File: src/rtl/apb_timer.sv
`default_nettype none
// ============================================================================
// Module   : apb_timer
// Purpose  : APB slave timer/compare peripheral. A prescaled 32-bit
//            free-running counter raises a level interrupt when it matches
//            a compare value. Every transfer has one fixed wait state.
// Ports    : clk      - system clock, all state on the rising edge
//            rst_n    - synchronous active-low reset
//            PSEL     - slave select from the bus decoder
//            PENABLE  - APB access phase
//            PWRITE   - 1 = write, 0 = read
//            PADDR    - byte address, only [4:0] decoded
//            PWDATA   - write data
//            PREADY   - transfer complete (registered)
//            PRDATA   - read data (registered), valid with PREADY
//            PSLVERR  - error response, valid with PREADY
//            irq      - level interrupt, STATUS.MATCH & CTRL.IRQ_EN
// Map      : 0x00 CTRL {IRQ_EN, AUTO_RELOAD, EN}, 0x04 PRESC, 0x08 COUNT,
//            0x0C CMP, 0x10 STATUS {MATCH} (write-1-to-clear)
// Revision : 1.0 - initial release
// ============================================================================
module apb_timer #(
  parameter int PADDR_W = 12,
  parameter int PRESC_W = 16
) (
  input  logic               clk,
  input  logic               rst_n,
  input  logic               PSEL,
  input  logic               PENABLE,
  input  logic               PWRITE,
  input  logic [PADDR_W-1:0] PADDR,
  input  logic [31:0]        PWDATA,
  output logic               PREADY,
  output logic [31:0]        PRDATA,
  output logic               PSLVERR,
  output logic               irq
);

  localparam logic [4:0] c_OFF_CTRL   = 5'h00;
  localparam logic [4:0] c_OFF_PRESC  = 5'h04;
  localparam logic [4:0] c_OFF_COUNT  = 5'h08;
  localparam logic [4:0] c_OFF_CMP    = 5'h0C;
  localparam logic [4:0] c_OFF_STATUS = 5'h10;

  typedef enum logic [1:0] {
    ST_IDLE  = 2'd0,
    ST_WAIT  = 2'd1,
    ST_READY = 2'd2
  } state_t;

  state_t r_state;
  state_t w_state_nxt;

  // Bus-side output registers
  logic               r_pready;
  logic [31:0]        r_prdata;
  logic               r_pslverr;

  // Timer state
  logic [2:0]         r_ctrl;      // {IRQ_EN, AUTO_RELOAD, EN}
  logic [PRESC_W-1:0] r_presc;
  logic [PRESC_W-1:0] r_presc_cnt;
  logic [31:0]        r_count;
  logic [31:0]        r_cmp;
  logic               r_match;

  // Decode
  logic [4:0]         w_off;
  logic               w_addr_err;
  logic               w_commit;
  logic               w_wr_ctrl;
  logic               w_wr_presc;
  logic               w_wr_count;
  logic               w_wr_cmp;
  logic               w_wr_status;
  logic [31:0]        w_rdata;
  logic               w_tick;
  logic               w_hit;
  logic               w_unused;

  assign w_off      = PADDR[4:0];
  assign w_addr_err = (w_off[1:0] != 2'b00) || (w_off > c_OFF_STATUS);
  assign w_unused   = ^PADDR[PADDR_W-1:5];

  // ---------------------------------------------------------------------------
  // APB handshake FSM
  // ---------------------------------------------------------------------------
  always_ff @(posedge clk) begin
    if (!rst_n) begin
      r_state <= ST_IDLE;
    end else begin
      r_state <= w_state_nxt;
    end
  end

  always_comb begin
    w_state_nxt = r_state;
    case (r_state)
      ST_IDLE:  if (PSEL && !PENABLE) w_state_nxt = ST_WAIT;
      // A master that drops PSEL during the wait state abandons the transfer.
      ST_WAIT:  w_state_nxt = PSEL ? ST_READY : ST_IDLE;
      ST_READY: w_state_nxt = ST_IDLE;
      default:  w_state_nxt = ST_IDLE;
    endcase
  end

  // Writes commit on the edge that ends the READY cycle.
  assign w_commit    = (r_state == ST_READY) && PSEL && PENABLE && r_pready
                       && PWRITE && !w_addr_err;
  assign w_wr_ctrl   = w_commit && (w_off == c_OFF_CTRL);
  assign w_wr_presc  = w_commit && (w_off == c_OFF_PRESC);
  assign w_wr_count  = w_commit && (w_off == c_OFF_COUNT);
  assign w_wr_cmp    = w_commit && (w_off == c_OFF_CMP);
  assign w_wr_status = w_commit && (w_off == c_OFF_STATUS);

  always_comb begin
    w_rdata = 32'h0;
    if (!w_addr_err) begin
      case (w_off)
        c_OFF_CTRL:   w_rdata = {29'h0, r_ctrl};
        c_OFF_PRESC:  w_rdata = {{(32-PRESC_W){1'b0}}, r_presc};
        c_OFF_COUNT:  w_rdata = r_count;
        c_OFF_CMP:    w_rdata = r_cmp;
        c_OFF_STATUS: w_rdata = {31'h0, r_match};
        default:      w_rdata = 32'h0;
      endcase
    end
  end

  // Response is captured at the end of the wait state so that read data
  // reflects register contents as of the access cycle.
  always_ff @(posedge clk) begin
    if (!rst_n) begin
      r_pready  <= 1'b0;
      r_prdata  <= 32'h0;
      r_pslverr <= 1'b0;
    end else if ((r_state == ST_WAIT) && PSEL) begin
      r_pready  <= 1'b1;
      r_prdata  <= w_rdata;
      r_pslverr <= w_addr_err;
    end else begin
      r_pready  <= 1'b0;
      r_prdata  <= 32'h0;
      r_pslverr <= 1'b0;
    end
  end

  assign PREADY  = r_pready;
  assign PRDATA  = r_prdata;
  assign PSLVERR = r_pslverr;

  // ---------------------------------------------------------------------------
  // Prescaler and counter
  // ---------------------------------------------------------------------------
  assign w_tick = r_ctrl[0] && (r_presc_cnt == r_presc);
  // A software write to COUNT overrides the tick, including its match.
  assign w_hit  = w_tick && !w_wr_count && (r_count == r_cmp);

  always_ff @(posedge clk) begin
    if (!rst_n) begin
      r_ctrl      <= 3'b000;
      r_presc     <= '0;
      r_presc_cnt <= '0;
      r_count     <= 32'h0;
      r_cmp       <= 32'h0;
      r_match     <= 1'b0;
    end else begin
      if (w_wr_ctrl)  r_ctrl  <= PWDATA[2:0];
      if (w_wr_presc) r_presc <= PWDATA[PRESC_W-1:0];
      if (w_wr_cmp)   r_cmp   <= PWDATA;

      // Restart the prescale phase whenever the timebase or count is reloaded.
      if (!r_ctrl[0] || w_wr_presc || w_wr_count || w_tick) begin
        r_presc_cnt <= '0;
      end else begin
        r_presc_cnt <= r_presc_cnt + 1'b1;
      end

      if (w_wr_count) begin
        r_count <= PWDATA;
      end else if (w_tick) begin
        if (w_hit && r_ctrl[1]) r_count <= 32'h0;
        else                    r_count <= r_count + 32'h1;
      end

      // A new match wins over a simultaneous write-1-to-clear.
      if (w_hit) begin
        r_match <= 1'b1;
      end else if (w_wr_status && PWDATA[0]) begin
        r_match <= 1'b0;
      end
    end
  end

  assign irq = r_match & r_ctrl[2];

endmodule
`default_nettype wire

File: config.mk
export PLATFORM = sky130hd
export DESIGN_NAME = apb_timer
export DESIGN_NICKNAME = d
export VERILOG_FILES = /design/src/rtl/apb_timer.sv
export SDC_FILE = /design/constraint.sdc
export NUM_CORES = 1
export LEC_CHECK = 0
export BUFFER_PORTS_ARGS = -buffer_cell sky130_fd_sc_hd__buf_2
export CAP_MARGIN = 20
export CORE_MARGIN = 5
export CORE_UTILIZATION = 39
export DETAILED_ROUTE_END_ITERATION = 6
export GPL_ROUTABILITY_DRIVEN = 0
export PLACE_DENSITY = 0.68
export SLEW_MARGIN = 20
export SYNTH_ARGS = -nofsm -noshare
export SYNTH_HDL_FRONTEND = slang
export SYNTH_SLANG_ARGS = --single-unit
export TNS_END_PERCENT = 20
File: constraint.sdc
create_clock -name clk -period 2.3 [get_ports clk]
set_clock_uncertainty 0.2 [all_clocks]
set_input_delay 0.345 -clock clk [delete_from_list [all_inputs] [get_ports clk]]
set_output_delay 0.345 -clock clk [all_outputs]
set_load 0.02 [all_outputs]
==> metrics.md, run 1 <==
| Metric | Value |
|---|---|
| Status | `completed` |
| Max frequency | `0.458 GHz` |
| Unrepaired setup endpoints after global routing | `no` |
| FF-to-FF setup slack | `0.12 ns` |
| IO buf count | `76` |
| Post-layout min period | `2.18 ns` |
| Most common flop cell mapped by yosys | `dfxtp_1` |
| Avg Cell Area, Syn | `8.72 um2` |
| CTS H-tree lvls | `4` |
| Reg2reg path depth | `8` |
| Worst EP required | `2.46 ns` |
| Fill cells | `1,616` |
| Worst skew pair latency | `0.43 ns` |
| Pwr dens | `641 nW/um2` |
| Largest net degree at the start of global routing | `116` |
| Clk buf depth | `2` |
| Crit. End Element | `register` |
| Initial DRC count | `489` |
| Most common cell after layout, fill and taps aside | `dfxtp_1` |
| Initial antenna violation count | `0` |
| Layout cells sized above 1 | `21.7%` |
| Seq cells post-synth | `136` |
| Area growth syn-to-layout | `24.8%` |
| Met2 WL post-DR | `8500 um` |
| Min-Delay Path Class | `primary input to register` |
| DIE HEIGHT | `142 um` |
| EDFF count, synth | `0` |
| Core ar. | `17,100 um2` |
| Drt pass-1 iters | `5` |
| Relative max-transition margin | `68.8%` |
| Synth Cell Area | `6760 um2` |
| Startpoint of the worst register-to-register path | `r_presc_cnt[6]` |
| YS warnings | `0` |
| # rows | `48` |
| Commonest cells after routing, fill and taps aside | `130 x dfxtp_1, 108 x nand2_1, 76 x buf_2` |
| Slew @ Worst Pin | `0.467 ns` |
| Root buf cell | `clkbuf_16` |
| Post-synth cell types | `46` |
| Via count | `5,731` |
| Final Setup Violations | `0` |
| Total Routing Usage GR | `18.3%` |
| Top routing layer in use | `met4` |
| DIE WIDTH | `142 um` |
| Antenna Violating Nets Remaining | `0` |
| CP startpoint kind | `register` |
| Fraction of registers with async set/reset | `0%` |
| Final HPWL DP | `12,500 um` |
| Drc violations | `0` |
| DRT Wirelength | `18,100 um` |
| Post-CTS setup buffers | `0` |
| Non-Filler Instances | `1,105` |
| DR vias/cell | `5.19` |
| Met3 wire len | `933 um` |
| Antenna cells | `0` |
| Hold Path Cell Cnt | `3` |
| Grt total ovfl | `0` |
| Vias in the first global route | `5,659` |
| CTS Sinks | `136` |
| Final worst slack | `0.116 ns` |
| DIE AREA | `20,100 um2` |
| CP Capture Point | `r_presc_cnt[14]` |
| Pre-CTS setup slack | `0.0797 ns` |
| Leak pwr | `3.30 nW` |
| Final Power | `0.00540 W` |
| Final net count | `919` |
| Mapped Nets | `826` |
| Peak supply drop | `0.473 mV` |
| Final hold vios | `0` |
| TritonCTS clock tree | `done` |
| Max Fanout on Critical Path | `17` |
| # Max-Cap Violations | `0` |
| Max-slew violation count | `0` |
| M1 wire length | `8410 um` |
| Placed cells | `1,064` |
| Critical path launch point | `r_presc_cnt[6]` |
| Tcrit/Tclk final | `95.0%` |
| First-pass GRT wire length | `29,500 um` |
| CP arrival | `2.35 ns` |
| Setup total negative slack | `0 ns` |
| R2R Path End | `r_presc_cnt[14]` |
| Num ports | `84` |
| Cells after synthesis | `775` |
| Starting density of the core | `39.5%` |
| Critical path class | `register to register` |
| Cts bufs inserted | `17` |
| Clock slew at reported path FFs | `0.06 ns` |
| Sequential share of the synthesized area | `40.3%` |
| WL/cell | `16.4 um` |
==> worst max-delay path, cell delays in order (launching register included) <==
cell	delay, ns
dfxtp_1	0.41
xor2_1	0.16
nor4_1	0.07
and3_1	0.20
and2_1	0.22
buf_12	0.17
or3_1	0.35
buf_4	0.20
nor2_1	0.12
==> kinds of logic after synthesis <==
group	synth area share (%)
AO/OA/AOI/OAI	11.6
adder cells (fa/ha/maj)	0.370
buffers and inverters	4.50
flip-flops	40.3
AND/OR/NAND/NOR	23.6
multiplexers	7.72
XOR/XNOR	11.9
==> Yosys cell counts (2+ instances only) <==
cell,count,area [um2]
buf_4,4,30.0
nand4_1,16,100
nor3_1,4,20.0
nand4_2,2,25.0
xor2_1,54,473
or2_1,2,12.5
mux2i_1,51,510
nor2_1,57,214
nor3b_1,4,30.0
and4_1,6,52.6
o2bb2ai_1,29,254
ha_1,2,25.0
nor2b_1,54,338
a22oi_1,22,165
and2_1,3,18.8
clkbuf_1,47,176
and3_1,11,68.8
dfxtp_1,136,2720
o21ai_0,32,160
nand3_1,25,125
inv_1,3,11.3
nand2_1,108,405
xnor2_1,38,333
buf_2,14,70.1
a222oi_1,13,130
nor4_1,15,93.8
nand2b_1,2,12.5
a21oi_1,3,15.0
==> timing repair <==
action	in CTS	in global routing
hold buffers	10	0
resized for setup	0	17
endpoints found under the hold margin	9	0
endpoints found under the setup margin	0	47
==> final cells by class <==
cell class / count / area, um2 / area share [%]
flip-flops and latches: 136 / 2730 / 32.4
well taps: 225 / 282 / 3.34
multi-input cells: 569 / 3820 / 45.3
repair buffers: 141 / 968 / 11.5
inverters: 3 / 11.3 / 0.134
clock inverters: 14 / 199 / 2.36
clock buffers: 17 / 425 / 5.04
==> routing by layer <==
| layer | track usage, % | vias to the layer above |
|---|---|---|
| li1 | - | 2861 |
| met1 | 24.5 | 2712 |
| met2 | 29.8 | 136 |
| met3 | 4.38 | 22 |
| met4 | 5.10 | 0 |
| met5 | 0 | - |
==> power breakdown <==
part	leakage, nW	switching [W]	internal [W]
clock	0.304	0.00108	0.00182
sequential	1.10	0.000000949	0.00236
combinational	1.90	0.0000821	0.0000643
==> how the worst min path moves through the flow <==
stage / startpoint / endpoint / slack [ns]
6_report: PWDATA[21] / r_cmp[21] / 0.01
2_1_floorplan: PENABLE / r_state[0] / 0.22
3_3_place_gp: r_state[0] / r_state[0] / 0.25
4_1_cts: PWDATA[27] / r_cmp[27] / 0.001
3_5_place_dp: r_state[0] / r_state[0] / 0.25
5_1_grt: PWDATA[22] / r_cmp[22] / 0.002
==> stage by stage <==
| stage | area, um2 | hold slack, ns | util (%) |
|---|---|---|---|
| 6_report | 8430 | 0.0110 | 49.3 |
| 5_1_grt | 8430 | 0.00181 | 49.3 |
| 4_1_cts | 8360 | 0.00112 | 48.9 |
| 3_5_place_dp | 7640 | 0.250 | 44.6 |
| 3_3_place_gp | 7640 | 0.246 | 44.6 |
| 2_1_floorplan | 6760 | 0.222 | - |
==> state kept, by name, summed over array words and instances, names as in the netlist <==
signal,count
PRDATA,32
r_cmp,32
r_count,32
r_presc,16
r_presc_cnt,16
r_ctrl,3
r_state,2
PREADY,1
PSLVERR,1
r_match,1
Power figures use the tool's default switching activity.
==> run 2, diff against run 1 <==
- SETUP_SLACK_MARGIN: unset -> 0.4
==> metrics.md, run 2 (same netlist as run 1, synthesis figures left out) <==
| Metric | Value |
|---|---|
| Status | `completed` |
| Max-slew violation count | `0` |
| DIE WIDTH | `142 um` |
| Drt pass-1 iters | `5` |
| Layout cells sized above 1 | `23.3%` |
| DR vias/cell | `5.16` |
| # Max-Cap Violations | `0` |
| WL/cell | `16.1 um` |
| Leak pwr | `3.31 nW` |
| Peak supply drop | `0.554 mV` |
| Largest net degree at the start of global routing | `115` |
| # rows | `48` |
| Starting density of the core | `39.5%` |
| Initial antenna violation count | `0` |
| Post-layout min period | `2.13 ns` |
| Num ports | `84` |
| TritonCTS clock tree | `done` |
| DRT Wirelength | `17,800 um` |
| CP startpoint kind | `register` |
| Min-Delay Path Class | `primary input to register` |
| Max Fanout on Critical Path | `14` |
| Clock slew at reported path FFs | `0.06 ns` |
| Area growth syn-to-layout | `26.1%` |
| Final Setup Violations | `0` |
| Pre-CTS setup slack | `0.110 ns` |
| Antenna Violating Nets Remaining | `0` |
| Most common cell after layout, fill and taps aside | `dfxtp_1` |
| Worst-path cell chain | `xor2_1 -> nor4_1 -> nand4_1 -> nor3_2 -> or2_4 -> buf_12 -> o2bb2ai_1` |
| Crit-path slowest cell | `dfxtp_1` |
| Setup total negative slack | `0 ns` |
| Final worst slack | `0.170 ns` |
| Crit. End Element | `register` |
| DIE HEIGHT | `142 um` |
| Total Routing Usage GR | `18.3%` |
| DIE AREA | `20,100 um2` |
| Design area | `8520 um2` |
| Grt total ovfl | `0` |
| Core ar. | `17,100 um2` |
| Antenna cells | `0` |
| First-pass GRT wire length | `29,200 um` |
| Final HPWL DP | `12,500 um` |
| Commonest cells after routing, fill and taps aside | `121 x dfxtp_1, 108 x nand2_1, 76 x buf_2` |
| Placed cells | `1,060` |
| Cts bufs inserted | `17` |
| Clk buf depth | `2` |
| Drc violations | `0` |
| Slew @ Worst Pin | `0.465 ns` |
| Relative max-transition margin | `69.0%` |
| Pwr dens | `622 nW/um2` |
| Critical path class | `register to register` |
| CP arrival | `2.25 ns` |
| Root buf cell | `clkbuf_16` |
| Vias in the first global route | `5,637` |
| Worst EP required | `2.42 ns` |
| Final hold vios | `0` |
| IO buf count | `76` |
| Max frequency | `0.470 GHz` |
| Final net count | `920` |
| Worst skew pair latency | `0.43 ns` |
| Fill cells | `1,616` |
| Non-Filler Instances | `1,106` |
| Via count | `5,712` |
| Placed inst area | `7650 um2` |
| CTS H-tree lvls | `4` |
| Worst Hold Slack | `0.0149 ns` |
| Initial DRC count | `511` |
| Unrepaired setup endpoints after global routing | `yes` |
| CTS Sinks | `136` |
| Tcrit/Tclk final | `92.6%` |
| CP max stage delay | `0.45 ns` |
-- run 2: changes by cell type in the layout (fill, tap and decap cells not counted), moves of 2 or more --
| cell | previous run | this run |
|---|---|---|
| dlygate4sd3_1 | 10 | 14 |
| clkbuf_8 | 0 | 2 |
| dfxtp_2 | 6 | 14 |
| dfxtp_1 | 130 | 121 |
| clkinv_4 | 5 | 1 |
| clkinvlp_4 | 1 | 4 |
| buf_6 | 0 | 2 |
| buf_4 | 49 | 43 |
-- run 2: critical path, delay by kind of cell (launching register included) --
family	cells	cell delay (ns)
AOI/OAI and AO/OA	1	0.07
xor gates and xnor gates	1	0.16
buffers and inverters	1	0.14
DFF	1	0.45
and+or+nand+nor	4	0.98
-- run 2: final timing paths --
check | startpoint | endpoint | slack (ns) | depth (start not counted)
worst max-delay path | r_count[29] | r_count[8] | 0.17 | 7
worst min-delay path | PWDATA[17] | r_cmp[17] | 0.01 | 3
worst max register to register | r_count[29] | r_count[8] | 0.17 | 7
worst min register to register | r_state[1] | PREADY | 0.27 | 1
-- run 2: power breakdown --
part / internal, W / switching [W] / total, W / leakage (nW)
combinational: 0.0000692 / 0.0000842 / 0.000153 / 1.93
sequential: 0.00236 / 0.000000928 / 0.00236 / 1.10
clock: 0.00175 / 0.00104 / 0.00279 / 0.285
-- run 2: through the flow --
step	utilization (%)	power, W
floorplan	-	0.00247
global placement	44.7	0.00254
detailed placement	44.7	0.00254
CTS	49.5	0.00536
global route	49.8	0.00547
finish	49.8	0.00530
-- run 2: cell type report --
class / instances / area, um2 / area share, %
Clock buffer: 20 / 457 / 5.36
Inverter: 3 / 11.3 / 0.132
Timing Repair Buffer: 142 / 1010 / 11.8
Multi-Input combinational cell: 569 / 3870 / 45.5
Sequential cell: 136 / 2740 / 32.2
Tap cell: 225 / 282 / 3.30
Clock inverter: 11 / 148 / 1.73
-- run 2: timing repair --
item	in CTS	in global routing
hold buffers	14	0
buffers inserted	0	1
resized for setup	21	14
pin swaps	4	1
setup endpoints to repair	80	102
gates cloned	0	0
endpoints found under the hold margin	13	0
-- run 2: routing by layer --
layer | part of all wire [%] | track usage (%)
met5 | 0 | 0
met1 | 45 | 23.4
met3 | 5.0 | 4.38
met4 | 1.8 | 6.62
met2 | 48 | 30.0
